**src/rtl/row_segment_packer.sv**
```systemverilog
// Packs a stream of row elements into no_of_units-wide, zero-padded segments
// for the row adder, with a row_active frame and a one-cycle gap between rows.
module row_segment_packer #(
  parameter int element_width = 32,
  parameter int no_of_units   = 8,
  parameter int len_width     = 16
) (
  input  logic                                 clk,
  input  logic                                 rst,
  input  logic [element_width-1:0]             in_data,
  input  logic                                 in_valid,
  output logic                                 in_ready,
  input  logic [len_width-1:0]                 row_len,
  output logic [no_of_units*element_width-1:0] adder_row_input,
  output logic                                 seg_valid,
  input  logic                                 seg_ready,
  output logic                                 seg_last,
  output logic [len_width-1:0]                 seg_index,
  output logic                                 row_active,
  output logic                                 len_err
);

  localparam int LANE_W = (no_of_units > 1) ? $clog2(no_of_units) : 1;
  localparam logic [LANE_W-1:0] LAST_LANE  = LANE_W'(no_of_units - 1);
  localparam logic [LANE_W-1:0] FIRST_NEXT = (no_of_units > 1) ? LANE_W'(1) : '0;

  typedef enum logic [1:0] {IDLE, FILL, ISSUE, GAP} state_t;

  state_t                               state;
  state_t                               state_nxt;
  logic [len_width-1:0]                 remaining;
  logic [LANE_W-1:0]                    lane;
  logic [no_of_units*element_width-1:0] seg;
  logic [len_width-1:0]                 seg_idx;
  logic                                 active;
  logic                                 err;

  logic accept;
  logic row_start;
  logic zero_len;
  logic fill_done;
  logic handoff;

  assign accept    = in_valid && in_ready;
  assign row_start = (state == IDLE) && accept && (row_len != '0);
  assign zero_len  = (state == IDLE) && accept && (row_len == '0);
  assign handoff   = (state == ISSUE) && seg_ready;

  // A segment completes when its last lane is filled or the row runs out.
  assign fill_done = (row_start && ((row_len == len_width'(1)) || (no_of_units == 1))) ||
                     ((state == FILL) && accept &&
                      ((lane == LAST_LANE) || (remaining == len_width'(1))));

  always_ff @(posedge clk) begin
    if (rst) state <= IDLE;
    else     state <= state_nxt;
  end

  always_comb begin
    state_nxt = state;
    case (state)
      IDLE:    if (row_start) state_nxt = fill_done ? ISSUE : FILL;
      FILL:    if (fill_done) state_nxt = ISSUE;
      ISSUE:   if (handoff)   state_nxt = (remaining == '0) ? GAP : FILL;
      GAP:     state_nxt = IDLE;
      default: state_nxt = IDLE;
    endcase
  end

  always_comb begin
    in_ready  = !rst && ((state == IDLE) || (state == FILL));
    seg_valid = (state == ISSUE);
    seg_last  = (state == ISSUE) && (remaining == '0);
  end

  always_ff @(posedge clk) begin
    if (rst) begin
      remaining <= '0;
      lane      <= '0;
      seg       <= '0;
      seg_idx   <= '0;
      active    <= 1'b0;
      err       <= 1'b0;
    end else begin
      err <= zero_len;
      if (row_start) begin
        remaining                  <= row_len - len_width'(1);
        seg                        <= '0;
        seg[element_width-1:0]     <= in_data;
        lane                       <= FIRST_NEXT;
        seg_idx                    <= '0;
        active                     <= 1'b1;
      end else if ((state == FILL) && accept) begin
        for (int k = 0; k < no_of_units; k++) begin
          if (lane == LANE_W'(k)) seg[k*element_width +: element_width] <= in_data;
        end
        lane <= lane + LANE_W'(1);
        if (remaining != '0) remaining <= remaining - len_width'(1);
      end
      // Handing a segment off clears it so untouched lanes of the next one read as pad.
      if (handoff) begin
        seg  <= '0;
        lane <= '0;
        if (remaining != '0) seg_idx <= seg_idx + len_width'(1);
        else                 active  <= 1'b0;
      end
      if (state == GAP) seg_idx <= '0;
    end
  end

  assign adder_row_input = seg;
  assign seg_index       = seg_idx;
  assign row_active      = active;
  assign len_err         = err;

endmodule
```
**config.mk**
```make
export PLATFORM = sky130hd
export DESIGN_NAME = row_segment_packer
export DESIGN_NICKNAME = d
export VERILOG_FILES = /design/src/rtl/row_segment_packer.sv
export SDC_FILE = /design/constraint.sdc
export NUM_CORES = 1
export LEC_CHECK = 0
export ABC_AREA = 1
export CORE_AREA = 2 2 127 153
export CTS_CLUSTER_SIZE = 28
export DETAILED_ROUTE_END_ITERATION = 6
export DIE_AREA = 0 0 129 155
export DONT_BUFFER_PORTS = 1
export PLACE_DENSITY = 0.86
export REMOVE_ABC_BUFFERS = 1
export SYNTH_ARGS = -nofsm -noshare
export SYNTH_HDL_FRONTEND = slang
export SYNTH_SLANG_ARGS = --single-unit
```
**constraint.sdc**
```tcl
create_clock -name clk -period 3 [get_ports clk]
set_input_delay 0.3 -clock clk [delete_from_list [all_inputs] [get_ports clk]]
set_output_delay 0.3 -clock clk [all_outputs]
set_load 0.05 [all_outputs]
```
# Yosys cells after proc, flatten, opt, wreduce, memory -nomap -nowiden
# Cells that the tools add are included.
[op_classes] addsub=4 muxes=20 n_eq_ne=15 n_reduce_logical=36
[op_table] cell="16-bit two-way mux" n=6
[op_table] cell="32-bit two-way mux" n=3
[op_table] cell="16-bit by 1-bit equality test with 1-bit output, second input constant" n=2
[op_table] cell="16-bit logical NOT" n=2
[op_table] cell="16-bit nonzero test" n=2
[op_table] cell="16-bit by 1-bit subtractor with 16-bit output, second input constant" n=2
[op_table] cell="2-bit AND reduction" n=9
[op_table] cell="16-bit by 1-bit adder with 16-bit output, second input constant" n=1
[op_table] cell="3-bit equality test, second input constant" n=4
[op_table] cell="1-bit logical AND" n=10
[op_table] cell="2-bit two-way mux" n=5
[op_table] cell="2-bit one-hot mux with 4 select lines" n=1
[op_table] cell="3-bit by 2-bit equality test with 1-bit output, second input constant" n=2
[op_table] cell="2-bit nonzero test" n=3
[op_table] cell="1-bit two-way mux" n=5
[op_table] cell="2-bit equality test, second input constant" n=2
[op_table] cell="2-bit inequality test, second input constant" n=2
[op_table] cell="2-bit OR reduction" n=2
[op_table] cell="3-bit by 1-bit adder with 3-bit output, second input constant" n=1
[op_table] cell="3-bit by 1-bit equality test with 1-bit output, second input constant" n=1
[op_table] cell="3-bit logical NOT" n=1
[op_table] cell="1-bit logical OR" n=3
[op_table] cell="3-bit AND reduction" n=1
[op_table] cell="3-bit OR reduction" n=1
[op_table] cell="other kinds (4)" n=4
[word_totals] inputBits=52 ff_bits=295 elab_cells=90 out_inout_bits=277

# Longest topological paths before layout
# Gate-level depths: netlist (run 1).
[depth] depth_word=11 ltp_mapped=13 ltp_nobuf=12

# Least setup slack after synthesis (run 1)
# OpenSTA, ideal clock, no wires.
[synth_path] kind="reg2reg" start="register seg_idx[0], in the netlist seg_index[0]" end="register seg_idx[10], in the netlist seg_index[10]" path_buffers=0 required_time_ns=2.883 period_less_slack_ns=1.968 setup_time_ns=0.117 setup_slack_ns=1.032 t_arrival_ns=1.851 path_stages_with_launch=9 path_cell_list="dfxtp_1 ha_1 nand2_1 nor3_1 nand3_1 nor3_1 nand3_1 nand2_1 nor2_1"
[synth_between] elab_chain_cells=3
[synth_lines] element="start, declared" line="34" text="logic [len_width-1:0] seg_idx;"
[synth_lines] element="start signal, assigned" line="104" text="if (remaining != '0) seg_idx <= seg_idx + len_width'(1);"
[synth_lines] element="16-bit by 1-bit adder with 16-bit output" line="104"
[synth_lines] element="16-bit two-way mux" line="104"
[synth_lines] element="16-bit two-way mux" line="101" text="if (handoff) begin"
# Every way passes these cells.
# A chain may end at the register's enable or synchronous reset.

# Worst setup path after layout (run 1)
[layout_path] start="register state[0]" end="register seg[214], in the netlist adder_row_input[214]"
[layout_between] elab_chain_cells=7 elab_cells_between_ends=12 cone_classes="2 x eq/ne; 10 x reduce/logical"
[layout_lines] element="start, declared" line="29" text="state_t state;"
[layout_lines] element="start signal, assigned" line="56" text="else state <= state_nxt;"
[layout_lines] element="2-bit by 1-bit equality test with 1-bit output or 2-bit logical NOT (tied branches)" line="71, 93, 45"
[layout_lines] element="1-bit logical OR" line="71" text="in_ready = !rst && ((state == IDLE) || (state == FILL));"
[layout_lines] element="1-bit logical AND" line="71"
[layout_lines] element="1-bit logical AND" line="44" text="assign accept = in_valid && in_ready;"
[layout_lines] element="1-bit logical AND (2 in series)" line="45" text="assign row_start = (state == IDLE) && accept && (row_len != '0);"
[layout_lines] element="3-bit OR reduction (no line)"
[layout_lines] element="end signal, assigned by index" line="89" text="seg[element_width-1:0] <= in_data;"
[layout_lines] element="end signal, assigned by index" line="95" text="if (lane == LANE_W'(k)) seg[k*element_width +: element_width] <= in_data;"
[layout_lines] element="end, declared" line="33" text="logic [no_of_units*element_width-1:0] seg;"
# Several ways; a longest one is shown, not always the timed one.

==> results by group, run 1 <==
Run status
  – Status: finished, final reports clean

Clocking
  – Buffer count from post-CTS setup fixing: 0
  – TritonCTS buffer count: 28
  – H-tree depth: 1
  – CTS resizes: 0
  – Clock Sink Count: between 200 and 300
  – CTS tree: built
  – Clock root buffer: clkbuf_16
  – Reg clk slew, reported paths: 0.07 ns
  – Longest Clk Path Bufs: 3
  – Worst skew pair latency: between 0.5 and 0.6 ns

Route
  – Via density: between 5 and 6
  – Wire length per cell: roughly 19 µm
  – Initial DRC Count: roughly 650
  – Via count: approximately 9700
  – Post-route ant nets: 0
  – Final wirelength: between 30 and 40 mm
  – Drt drc: 0
  – Drt first pass iters: 5

Setup path
  – Crit path kind: register to register
  – CP Max Fanout: 29
  – Worst path required time: about 3.4 ns
  – Crit path DAT: roughly 2.7 ns
  – Startpoint class of the critical path: register
  – Element type at the critical path end: register

Logic synthesis
  – Commonest cells post-synth: nor2_1 (380), dfxtp_1 (295), a211oi_1 (120), nand2_1 (114), a21oi_1 (87)
  – Yosys cell types: 36
  – Mapped Area: around 12000 µm²
  – Leading area contributor after synthesis: dfxtp_1
  – Syn. warnings: 0
  – Sequential share of the synthesized area: 0.4993
  – Mapped Cells: 1392
  – Ys flop type: dfxtp_1
  – Top post-synthesis cells by area: dfxtp_1 (50%), nor2_1 (12%), a211oi_2 (7.8%)
  – EDFF count, synth: 0
  – Synth async-reset ratio: 0
  – Most frequent cell after synthesis: nor2_1
  – Top-area cell type share of the netlist area: 0.4993
  – Seq cells post-synth: 295
  – Synthesized area per cell: 8.497 µm²

Global route
  – First-pass GRT wire length: ~48 mm
  – Vias in the first global route: ~9300
  – Total gr overflow: 0
  – Gr usage total: 0.2989
  – Pin count of the biggest net entering global routing: 65
  – Antenna violations before repair: 0

Layout
  – Finished Layout Cells: between 1500 and 2000
  – Final Cell Area: roughly 13000 µm²
  – Antenna diode count: 0
  – Layout Nets: about 1400
  – Area growth, synth to finish: 9.721%
  – Share of layout cells above drive strength 1: 0.1275
  – Fillcell total: approximately 1400

Min path
  – Worst min path class: primary input to register

STA
  – Minimum clock period: ~2.2 ns
  – Clock Skew: ~0.023 ns
  – Max Slew Vio Count: 0
  – RSZ-0062 raised after global routing: false
  – Fin crit share: 0.7432
  – Slew HR: 0.5315
  – Max Freq: roughly 450 MHz
  – Final Setup Violations: 0
  – Final Hold Viols: 0
  – Slew @ Worst Pin: around 0.70 ns
  – Hold slack final: approximately 0.030 ns

Floorplanning
  – Full die area: about 20000 µm²
  – Die width: roughly 130 µm
  – Row cnt: 55
  – Initial core utilization: 0.6342
  – Die height: between 150 and 200 µm
  – I/O pins: about 330
  – Core Area: about 19000 µm²

Placement
  – Placed cell area: approximately 12000 µm²
  – I/O Buffers: 0
  – Detail Placement HPWL: 20.91 mm
  – Placed Cells: between 1500 and 2000
  – Final Wtd Congestion: approximately 0.87

Pwr
  – Maximum vdd ir drop: between 0.5 and 0.6 mV
  – Pwr Density: 660.8 nW/µm²
  – Lkg Pwr: 4.732 nW

Job
  – Max_cap viols: 0
through the flow:
stage                     utilization  power [W]  setup WS, ns  setup TNS, ns
after detailed placement       0.6417   0.005013        0.7926              0
after global routing           0.6959   0.008841        0.5963              0
after floorplan                     -   0.004815        -2.002        -425.84
final                          0.6959   0.008575        0.7705              0
after CTS                      0.6959   0.008591        0.7841              0
after global placement         0.6417   0.004996        0.8343              0
critical path, cell delays in order, from the launching register on:
cell      delay [ns]
dfxtp_1         0.46
inv_2           0.11
nor2_4          0.32
nand3_1         0.14
inv_2           0.48
buf_4           0.28
nor2_1          0.07
a211oi_1        0.26
cell type report:
| cell class | count | area, µm² | area share |
|---|---|---|---|
| sequential | 295 | 5906 | 0.4551 |
| multi-input combinational | 915 | 5072 | 0.3909 |
| clock buffer | 35 | 788.3 | 0.06074 |
| timing repair buffer | 32 | 367.9 | 0.02835 |
| inverter | 96 | 360.3 | 0.02777 |
| tap | 256 | 320.3 | 0.02468 |
| clock inverter | 15 | 162.7 | 0.01253 |
cell usage in the layout, fill, tap and decap left out, types with 8 or more instances in the layout:
| cell type | n |
|---|---|
| inv_2 | 11 |
| nor2_1 | 380 |
| clkinv_2 | 8 |
| clkbuf_16 | 29 |
| inv_1 | 85 |
| a211oi_2 | 74 |
| ha_1 | 12 |
| xnor2_1 | 10 |
| buf_12 | 9 |
| nand2_1 | 112 |
| a211oi_1 | 120 |
| nor3_1 | 12 |
| buf_4 | 17 |
| o21ai_0 | 22 |
| a21oi_1 | 87 |
| nand3_1 | 39 |
| dfxtp_1 | 295 |
report_power, final:
group,switching (W),total (W),internal (W),leakage (nW)
registers,0.000257,0.00425,0.00399,2.38
clock network,0.00151,0.00363,0.00212,0.471
logic,0.000485,0.000695,0.000210,1.88
layer usage:
layer  global-route usage  wire length [µm]
met4               0.1175              1103
met2               0.5205             15580
met3               0.1008              3270
met5                    0                 0
met1               0.3353             11370
sequential cells by signal, summed over array words and instances, names as in the netlist:
| register | flops |
|---|---|
| adder_row_input | 256 |
| lane | 3 |
| len_err | 1 |
| remaining | 16 |
| row_active | 1 |
| seg_index | 16 |
| state | 2 |
what timing repair did:
action | CTS | global route
setup endpoints to repair | 0 | 0
hold buffers | 6 | 0
hold endpoints to repair | 13 | 0
logic make-up (layout without fill, tap and decap cells):
family	Yosys count	in the layout	share of synthesized area
adders and majority gates	12	12	0.01269
buffers and inverters	182	178	0.07289
and+or+nand+nor	571	571	0.1944
xor gates and xnor gates	17	17	0.01259
AOI/OAI and AO/OA	315	315	0.2081
DFF	295	295	0.4993
final timing paths:
path | start | to | slack (ns) | cells past startpoint
setup / recovery | state[0]$_SDFFE_PP0P_ | adder_row_input[214]$_SDFFE_PP0P_ | 0.77 | 7
hold / removal | row_len[9] | remaining[9]$_SDFFE_PP0P_ | 0.03 | 4
hold reg to reg | remaining[1]$_SDFFE_PP0P_ | remaining[1]$_SDFFE_PP0P_ | 0.50 | 2
setup reg to reg | state[0]$_SDFFE_PP0P_ | adder_row_input[214]$_SDFFE_PP0P_ | 0.77 | 7
(Power assumes the default switching activity.)
==> run 2: changes to the inputs <==
--- a/config.mk
+++ b/config.mk
@@ -6,12 +6,12 @@
 export NUM_CORES = 1
 export LEC_CHECK = 0
 export ABC_AREA = 1
-export CORE_AREA = 2 2 127 153
+export CORE_AREA = 2 2 135 163
 export CTS_CLUSTER_SIZE = 28
 export DETAILED_ROUTE_END_ITERATION = 6
-export DIE_AREA = 0 0 129 155
+export DIE_AREA = 0 0 137 165
 export DONT_BUFFER_PORTS = 1
-export PLACE_DENSITY = 0.86
+export PLACE_DENSITY = 0.81
 export REMOVE_ABC_BUFFERS = 1
 export SYNTH_ARGS = -nofsm -noshare
 export SYNTH_HDL_FRONTEND = slang
==> constraint.sdc (replaced) <==
create_clock -name clk -period 1.9 [get_ports clk]
set_input_delay 0.19 -clock clk [delete_from_list [all_inputs] [get_ports clk]]
set_output_delay 0.19 -clock clk [all_outputs]
set_load 0.05 [all_outputs]
==> run 2 against run 1 <==
Wire length rose by 12%. Non-clock buffer count grew 87. Power is 63% higher. Setup slack worse by 0.71 ns. Sequential share of layout area decreased by 3.5 points. Via count is 5.7% higher. Flip-flop and latch count unchanged. First-iteration DRC count increased by 0.77%.
==> results by group, run 2 (synthesis gave the netlist of run 1 again) <==
STA
  – Fin crit share: 0.9675
  – Max Slew Vio Count: 0 (unchanged)
  – Final Setup Violations: 0 (unchanged)
  – Slew @ Worst Pin: 0.6123 ns (-0.09038 ns)
  – Slew HR: 0.5912 (+0.05970)
  – Clock Skew: 0.01172 ns (-0.01146 ns)
  – Minimum clock period: around 1.8 ns
  – Hold slack final: 0.01530 ns (-0.01516 ns)
  – RSZ-0062 raised after global routing: true
  – Final Hold Viols: 0 (unchanged)
  – Max Freq: between 500 and 600 MHz

Global route
  – Antenna violations before repair: 0 (unchanged)
  – Total gr overflow: 0 (unchanged)
  – Gr usage total: 0.2747 (-0.02424)
  – Pin count of the biggest net entering global routing: 81 (+25%)
  – Vias in the first global route: 9770 (+4.8%)
  – First-pass GRT wire length: 49.73 mm (+2.7%)

Clocking
  – Clock Sink Count: 295 (unchanged)
  – Clock root buffer: clkbuf_16
  – Longest Clk Path Bufs: 3 (unchanged)
  – H-tree depth: 1 (unchanged)
  – CTS tree: built
  – Worst skew pair latency: 0.53 ns (about the same)
  – Reg clk slew, reported paths: 0.07 ns (about the same)
  – TritonCTS buffer count: 28 (unchanged)

Setup path
  – Crit-path slowest cell: dfxtp_2
  – Element type at the critical path end: output pin
  – Max incr delay on CP: 0.37 ns (-0.11 ns)
  – Startpoint class of the critical path: register
  – Worst path required time: 1.71 ns (-1.73 ns)
  – Worst reg2reg path depth: 8 (+1)
  – CP delay by family, top: buffers and inverters
  – Critical Path, Cell by Cell: inv_1 > nor2_2 > buf_6 > nand3_2 > inv_1 > buf_6
  – CP Depth: 6 (-1)
  – Crit path DAT: 1.65 ns (-1.02 ns)
  – WP buf/inv: 4 (+1)
  – CP Max Fanout: 4 (-86%)
  – Crit path kind: register to output pin

Pwr
  – Net switching power: 0.003609 W (+60%)
  – Lkg Pwr: 5.269 nW (+11%)
  – Internal Power: 0.01040 W (+64%)
  – Pwr Density: 996.4 nW/µm² (+51%)
  – Logic pwr share: 0.099 (+0.018)
  – Flop pwr share: 0.475 (-0.021)
  – Clock share of power: 0.425 (+0.002)
  – Maximum vdd ir drop: 0.9037 mV (+65%)
  – Switching Share: 0.2576 (-0.004775)

Route
  – Post-route ant nets: 0 (unchanged)
  – Via density: 5.860 (-0.33%)
  – Drt drc: 0 (unchanged)
  – Drt first pass iters: 5 (unchanged)
  – Via count: 10220 (+5.7%)
  – Wire length per cell: 20.18 µm (+5.9%)
  – Final wirelength: 35.20 mm (+12%)
  – Initial DRC Count: 656 (+0.77%)

Layout
  – Finished Layout Cells: 1744 (+6.1%)
  – Layout Nets: 1520 (+6.1%)
  – Number of flip-flops in the largest register: 256 (unchanged)
  – Area growth, synth to finish: 18.88%
  – Share of layout cells above drive strength 1: 0.1744 (+0.04683)
  – Commonest non-fill, non-tap cell in the layout: nor2_1
  – Antenna diode count: 0 (unchanged)
  – Commonest non-fill, non-tap cells in the layout: nor2_1 (375), dfxtp_1 (293), a211oi_1 (117), nand2_1 (109), a21oi_1 (87)

Min path
  – Hold Path Depth: 2 (-2)
  – Worst min path class: primary input to register

Floorplanning
  – Core Area: 20900 µm² (+12%)
  – I/O pins: 329 (unchanged)
  – Initial core utilization: 0.5659 (-0.06830)
  – Die width: 137 µm (+6.2%)
  – Full die area: 22610 µm² (+13%)
  – Die height: 165 µm (+6.5%)
  – Row cnt: 58 (+5.5%)

Placement
  – Final Wtd Congestion: 0.9154 (+5.6%)
  – Placed Cells: 1654 (+4.2%)
  – Detail Placement HPWL: 21.59 mm (+3.3%)
  – I/O Buffers: 0 (unchanged)

Run status
  – Status: finished, final reports clean

Job
  – Max_cap viols: 0 (unchanged)
[run 2: metal layers]
layer	part of all wire	track usage	up-vias
li1	-	-	4778
met1	0.37	0.3006	4816
met2	0.49	0.4754	522
met3	0.10	0.09822	104
met4	0.037	0.1214	0
met5	0	0	-
[run 2: worst paths after layout]
path	startpoint	to	slack, ns
worst min register to register	adder_row_input[6]$_SDFFE_PP0P_	adder_row_input[6]$_SDFFE_PP0P_	0.49
worst min-delay path	in_data[13]	adder_row_input[77]$_SDFFE_PP0P_	0.02
worst max register to register	state[1]$_SDFFE_PP0P_	adder_row_input[171]$_SDFFE_PP0P_	0.12
worst max-delay path	state[1]$_SDFFE_PP0P_	seg_last	0.06
[run 2: metrics by stage]
step | util | setup WS [ns] | instance area, µm² | TNS (ns) | total power [W]
detailed placement | 0.5945 | 0.03907 | 12420 | 0 | 0.007962
finish | 0.6728 | 0.06177 | 14060 | 0 | 0.01401
floorplan | - | -2.992 | 11330 | -661.35 | 0.007602
global route | 0.6728 | -0.02821 | 14060 | -0.08282 | 0.01442
CTS | 0.6557 | 0.001414 | 13700 | 0 | 0.01387
global placement | 0.5945 | 0.06740 | 12420 | 0 | 0.007921
[run 2: cell type report]
class | instances | area [µm²]
Clock inverter | 6 | 130.1
Sequential cell | 295 | 5908
Fill cell | 1549 | 6839
Clock buffer | 42 | 854.6
Timing Repair Buffer | 119 | 1305
Tap cell | 270 | 337.8
Multi-Input combinational cell | 916 | 5159
Inverter | 96 | 366.6
[run 2: what timing repair did]
| action | 4_1_cts | 5_1_grt |
|---|---|---|
| setup buffers | 0 | 6 |
| hold buffers | 28 | 0 |
| cloned | 0 | 8 |
| setup endpoints to repair | 2 | 248 |
| endpoints found under the hold margin | 50 | 0 |
| pin swaps | 0 | 5 |
| gates resized for setup | 5 | 31 |
[run 2: power by group through the flow]
| stage | registers (W) | clock network, W | logic [W] |
|---|---|---|---|
| 2_1_floorplan | 0.00680 | 0 | 0.000799 |
| 3_3_place_gp | 0.00678 | 0 | 0.00114 |
| 3_5_place_dp | 0.00678 | 0 | 0.00118 |
| 4_1_cts | 0.00665 | 0.00598 | 0.00125 |
| 5_1_grt | 0.00667 | 0.00624 | 0.00151 |
| 6_report | 0.00666 | 0.00596 | 0.00139 |
